## src/rtl/wb_queue.sv

```systemverilog
// rtl/wb_queue.sv - register writeback queue merging ALU and load results with forwarding lookup
module wb_queue #(
   parameter int DEPTH = 4,
   parameter int WIDTH = 16
) (
   input  logic             clk,
   input  logic             rst,
   input  logic             alu_valid,
   input  logic [2:0]       alu_addr,
   input  logic [WIDTH-1:0] alu_data,
   output logic             alu_ready,
   input  logic             mem_valid,
   input  logic [2:0]       mem_addr,
   input  logic [WIDTH-1:0] mem_data,
   output logic             mem_ready,
   output logic             write_enable,
   output logic [2:0]       write_addr,
   output logic [WIDTH-1:0] write_data,
   input  logic [2:0]       fwd_addr,
   output logic             fwd_hit,
   output logic [WIDTH-1:0] fwd_data,
   output logic [3:0]       count,
   output logic             full,
   output logic             empty
);

   localparam int PW = (DEPTH > 1) ? $clog2(DEPTH) : 1;

   logic [2:0]       addr_q [DEPTH];
   logic [WIDTH-1:0] data_q [DEPTH];
   logic [DEPTH-1:0] valid_q;
   logic [PW-1:0]    head;
   logic [PW-1:0]    tail;
   logic [3:0]       count_q;

   logic             push_mem;
   logic             push_alu;
   logic             push;
   logic             pop;
   logic [2:0]       push_addr;
   logic [WIDTH-1:0] push_data;
   logic [PW-1:0]    fwd_idx;

   // Occupancy flags and handshakes use the current count, so a full queue refuses even while popping.
   assign count     = count_q;
   assign full      = (count_q == 4'(DEPTH));
   assign empty     = (count_q == 4'd0);
   assign mem_ready = !full;
   assign alu_ready = !full && !mem_valid;
   assign push_mem  = mem_valid && mem_ready;
   assign push_alu  = alu_valid && alu_ready;
   assign push      = push_mem || push_alu;
   assign pop       = !empty;

   // Select the accepted source; load results win over ALU results.
   always_comb begin
      push_addr = alu_addr;
      push_data = alu_data;
      if (push_mem) begin
         push_addr = mem_addr;
         push_data = mem_data;
      end
   end

   // Head entry drives the register-file port whenever anything is pending.
   always_comb begin
      write_enable = 1'b0;
      write_addr   = 3'd0;
      write_data   = '0;
      if (!empty) begin
         write_enable = 1'b1;
         write_addr   = addr_q[head];
         write_data   = data_q[head];
      end
   end

   // Walk oldest to youngest so the last match seen is the newest pending value.
   always_comb begin
      fwd_hit  = 1'b0;
      fwd_data = '0;
      fwd_idx  = head;
      for (int i = 0; i < DEPTH; i++) begin
         fwd_idx = head + PW'(i);
         if (valid_q[fwd_idx] && (addr_q[fwd_idx] == fwd_addr)) begin
            fwd_hit  = 1'b1;
            fwd_data = data_q[fwd_idx];
         end
      end
   end

   // Pointer, occupancy and storage update; reset discards everything including a same-cycle offer.
   always_ff @(posedge clk) begin
      if (rst) begin
         head    <= '0;
         tail    <= '0;
         count_q <= 4'd0;
         valid_q <= '0;
         for (int i = 0; i < DEPTH; i++) begin
            addr_q[i] <= 3'd0;
            data_q[i] <= '0;
         end
      end else begin
         if (pop) begin
            valid_q[head] <= 1'b0;
            head          <= head + PW'(1);
         end
         if (push) begin
            addr_q[tail]  <= push_addr;
            data_q[tail]  <= push_data;
            valid_q[tail] <= 1'b1;
            tail          <= tail + PW'(1);
         end
         count_q <= count_q + {3'd0, push} - {3'd0, pop};
      end
   end

endmodule

```

## config.mk

```make
export PLATFORM = sky130hd
export DESIGN_NAME = wb_queue
export DESIGN_NICKNAME = d
export VERILOG_FILES = /design/src/rtl/wb_queue.sv
export SDC_FILE = /design/constraint.sdc
export NUM_CORES = 1
export LEC_CHECK = 0
export ABC_AREA = 1
export CAP_MARGIN = 20
export CORE_ASPECT_RATIO = 0.6
export CORE_MARGIN = 3
export CORE_UTILIZATION = 57
export DETAILED_ROUTE_END_ITERATION = 8
export PLACE_DENSITY = 0.82
export SLEW_MARGIN = 40
export SYNTH_ARGS = -nofsm -noshare
export SYNTH_HDL_FRONTEND = slang
export SYNTH_SLANG_ARGS = --single-unit
```

## constraint.sdc

```tcl
create_clock -name clk -period 4 [get_ports clk]
set_clock_uncertainty 0.15 [all_clocks]
set_input_delay 0.8 -clock clk [delete_from_list [all_inputs] [get_ports clk]]
set_output_delay 0.8 -clock clk [all_outputs]
set_load 0.1 [all_outputs]
```

==> results.toml, run 1 <==
[floorplanning]
core_area_um2 = 11520
num_rows = 30
io_pins = 90
dieArea_um2 = 13410
die_w_um = 147.5
die_h_um = 90.92
initial_utilization_pct = 59.45

[place]
pre_cts_ws_ps = 299.0
routabilityCongestion = 0.9628
portBuffers = 89
hpwlAfterDp_um = 15690

[critical_path]
arrival_ps = 2810
worst_setup_path_start_kind = "flop"
crit_required_ps = 3050
critical_path_class = "flop to output port"
end_kind = "output port"
path_max_fanout = 33

[yosys]
synth_area_per_cell_um2 = 7.136
synth-async-reset-ratio_pct = 0
yosysWarnings = 0
ys.flop_type = "edfxtp_1"
synth_nets = 1020
seq_area_frac_synth_pct = 37.41
ys_types = 38
synth_area_leaders = "edfxtp_1 (33%), nand2_1 (15%), nor2_1 (8.5%)"
synth_commonest_cells = "nand2_1 (273), nor2_1 (155), nand3_1 (80)"
yosysMostFrequentCell = "nand2_1"
synthCells = 960
synth_edf_count = 76
yosysTopAreaCellShare_pct = 33.32
synth-seq-cells = 90
synth.cell_area_um2 = 6850
yosysTopAreaCell = "edfxtp_1"

[cts]
clock_sinks = 90
ctsResizeCount = 1
cts_max_path_buffers = 2
cts.reportedPaths.clkPinSlew_ps = 70
cts_made_buffers = 9
cts_setup_buffers = 0
cts_tree = "built"
h-tree-depth = 3
clock_latency_ps = 330
root_buffer = "clkbuf_16"
ctsHoldBuffers = 0

[global_route]
grt_pass1_vias = 6150
grt_pass1_wl_um = 33570
antenna_found_initial = 1
grt_max_degree = 65
grt_use_total_pct = 31.51
grt_overflow_total = 0

[sta]
finalSetupViolations = 0
setup_slack_ps = 238.3
finalHoldViolCount = 0
worst_pin_slew_ps = 744.4
period_share_pct = 94.04
grt_setup_unrepaired = "no"
fmax_mhz = 265.8
drv_slew = 0
slew_headroom_pct = 50.32
min_period_ps = 3762

[layout]
drive_above_1_share_pct = 12.65
antenna_cells = 0
final_core_util_pct = 74.17
area_delta_synth_final_pct = 24.77
final_nets = 1075

[route]
vias = 7107
via_per_inst = 6.023
routedWlPerCell_um = 18.25
drtPass1Iterations = 7
routed_wl_um = 21530
drc = 0
ant_nets = 0
drtIter0Drc = 1217

[hold_path]
min_path_type = "flop to flop"

[outcome]
status = "completed"

[flow_run]
drv_cap = 0
==> per-stage QoR <==
step | setup TNS (ps) | hold WS [ps] | cell area (um^2) | std cells
2_1_floorplan | -23.20 | 318.9 | 7025 | 960
3_3_place_gp | 0 | 336.5 | 8254 | 1164
3_5_place_dp | 0 | 350.9 | 8234 | 1164
4_1_cts | 0 | 367.1 | 8532 | 1180
5_1_grt | 0 | 402.5 | 8547 | 1180
6_report | 0 | 362.2 | 8547 | 1180
==> critical path, cell delays in order (launching register included) <==
cell      delay, ps
dfxtp_1         370
inv_2            50
ha_2            460
clkinv_2        190
nand3_1         180
nand2_1          80
nand2_1          60
nand3_1          70
nor2_1          190
nand2_4         220
nand2_1         160
inv_1            80
a21oi_4         160
buf_12          190
==> layout by cell type, fill, tap and decap left out, types with 2 or more instances in the layout <==
cell and instances:
a21oi_1 22, a21oi_4 16, a32o_1 4, a32oi_1 16, buf_12 36, buf_2 4
buf_4 21, buf_6 2, clkbuf_16 10, clkdlybuf4s50_1 44, dfxtp_1 9, dfxtp_2 5
edfxtp_1 76, ha_1 13, inv_1 68, inv_2 3, inv_6 5, mux2i_1 37
nand2_1 273, nand2_2 6, nand2_4 3, nand3_1 80, nand3_2 2, nor2_1 151
nor2_2 4, nor2_4 6, o21ai_0 68, o21ai_1 5, o22ai_1 16
==> kinds of logic after synthesis <==
family                     after synthesis  synth area share [%]
AOI/OAI and AO/OA                      152                 13.32
xor gates and xnor gates                 2                0.2558
adders and majority gates               15                 2.849
buffers and inverters                  136                 9.023
DFF                                     90                 37.41
muxes                                   37                 5.406
and+or+nand+nor                        528                 31.74
==> sequential cells by signal, summed over array words and instances (netlist names), named ones only <==
signal and cells:
valid_q 4, data_q 64, head 2, count 4
addr_q 12, tail 2
==> layout make-up <==
type / instances / area, um^2
Clock inverter: 5 / 42.54
Tap cell: 160 / 200.2
Timing Repair Buffer: 107 / 1361
Clock buffer: 11 / 254.0
Fill cell: 876 / 2977
Multi-Input combinational cell: 734 / 3840
Sequential cell: 90 / 2569
Inverter: 73 / 280.3
==> final timing paths <==
path / from / to / slack [ps] / cells after the start
worst max-delay path: head[1] / fwd_data[13] / 240 / 13
worst min-delay path: valid_q[3] / valid_q[3] / 360 / 1
worst max register to register: count[3] / data_q[1][4] / 1240 / 10
worst min register to register: valid_q[3] / valid_q[3] / 360 / 1
==> routing by layer <==
metal | track usage [%] | wire length [um]
met1 | 50.67 | 9157
met2 | 39.84 | 8077
met3 | 12.04 | 4097
met4 | 4.651 | 187
met5 | 0 | 13
Power of run 1 is not shown: default switching activity piles up to over one toggle a cycle in this logic, so the estimate is an artifact.
==> run 2, diff against run 1 <==
- SKIP_CTS_REPAIR_TIMING: default -> 1
==> run 2 against run 1 <==
Compared with the run above: global-route usage unchanged; clock-buffer cell count stayed put; largest cell class unchanged; sequential share of layout area about the same; flip-flop and latch count did not move; highest routed layer unchanged; core utilization hardly changed; die area unchanged.
==> results.toml, run 2 (synthesis results as in run 1) <==
[outcome]
status = "completed"

[sta]
setup_slack_ps = 165.1
worst_pin_slew_ps = 741.8
finalSetupViolations = 0
period_share_pct = 95.87
finalHoldViolCount = 0
slew_headroom_pct = 50.49
min_period_ps = 3835
grt_setup_unrepaired = "no"
fin_hold_ws_ps = 362.7
drv_slew = 0
fmax_mhz = 260.8

[floorplanning]
die_w_um = 147.5
io_pins = 90
num_rows = 30
core_area_um2 = 11520
dieArea_um2 = 13410
initial_utilization_pct = 59.45
die_h_um = 90.92

[critical_path]
worst_setup_path_start_kind = "flop"
end_kind = "output port"
path_max_fanout = 33
crit_required_ps = 3050
critical_path_class = "flop to output port"
arrival_ps = 2880

[place]
portBuffers = 89
hpwlAfterDp_um = 15690
pre_cts_ws_ps = 299.0
routabilityCongestion = 0.9628

[cts]
clock_latency_ps = 330
cts_made_buffers = 9
clock_sinks = 90
root_buffer = "clkbuf_16"
cts_max_path_buffers = 2
h-tree-depth = 3
cts_tree = "built"
cts.reportedPaths.clkPinSlew_ps = 70

[route]
drtPass1Iterations = 6
drc = 0
routed_wl_um = 21520
vias = 7121
drtIter0Drc = 1234
ant_nets = 0
via_per_inst = 6.035
routedWlPerCell_um = 18.24

[layout]
top_regs = "data_q (64), addr_q (12)"
mostFrequentLayoutCells = "nand2_1 (273), nor2_1 (151), nand3_1 (80), edfxtp_1 (76)"
antenna_cells = 0
top_register = "data_q"
fillers = 875
seq_area_um2 = 2569
area_delta_synth_final_pct = 24.80
drive_above_1_share_pct = 12.65
mostFrequentLayoutCell = "nand2_1"
largest_register_ffs = 64
multiInputGateArea_um2 = 3840
final_nets = 1075

[global_route]
grt_use_total_pct = 31.51
grt_overflow_total = 0
grt_max_degree = 65
grt_pass1_vias = 6150
grt_pass1_wl_um = 33570
antenna_found_initial = 1

[flow_run]
drv_cap = 0

[hold_path]
min_path_type = "flop to flop"
-- run 2: path summary, 6_finish.rpt --
path         startpoint      endpoint  slack [ps]  cells past startpoint
max reg2reg    count[3]  data_q[1][4]        1220                     10
min          valid_q[3]    valid_q[3]         360                      1
max             head[1]  fwd_data[13]         170                     13
min reg2reg  valid_q[3]    valid_q[3]         360                      1
-- run 2: layer usage --
metal	GRT usage [%]	vias to the layer above	wire length (um)
met3	12.04	38	4123
met1	50.67	3158	9095
li1	-	3289	-
met5	0	-	53
met2	39.84	634	8034
met4	4.651	2	211
-- run 2: worst max-delay path, stage by stage, from the launching register on --
cell	delay, ps
dfxtp_1	360
inv_2	50
ha_2	470
clkinvlp_4	250
nand3_1	190
nand2_1	80
nand2_1	60
nand3_1	70
nor2_1	190
nand2_4	220
nand2_1	160
inv_1	80
a21oi_4	160
buf_12	190
-- run 2: final cells by class --
class                           instances  area share [%]
Multi-Input combinational cell        734           44.91
Tap cell                              160           2.342
Inverter                               73           3.307
Clock inverter                          5          0.4976
Clock buffer                           11           2.971
Sequential cell                        90           30.05
Timing Repair Buffer                  107           15.92
-- run 2: metrics by stage --
step	cells	setup TNS [ps]	util, %	cell area (um^2)
detailed placement	1164	0	71.45	8234
finish	1180	0	74.19	8549
floorplan	960	-23.20	-	7025
global placement	1164	0	71.63	8254
CTS	1180	-404.8	74.03	8531
global route	1180	0	74.19	8549
Power of run 2 is left out for the same reason.
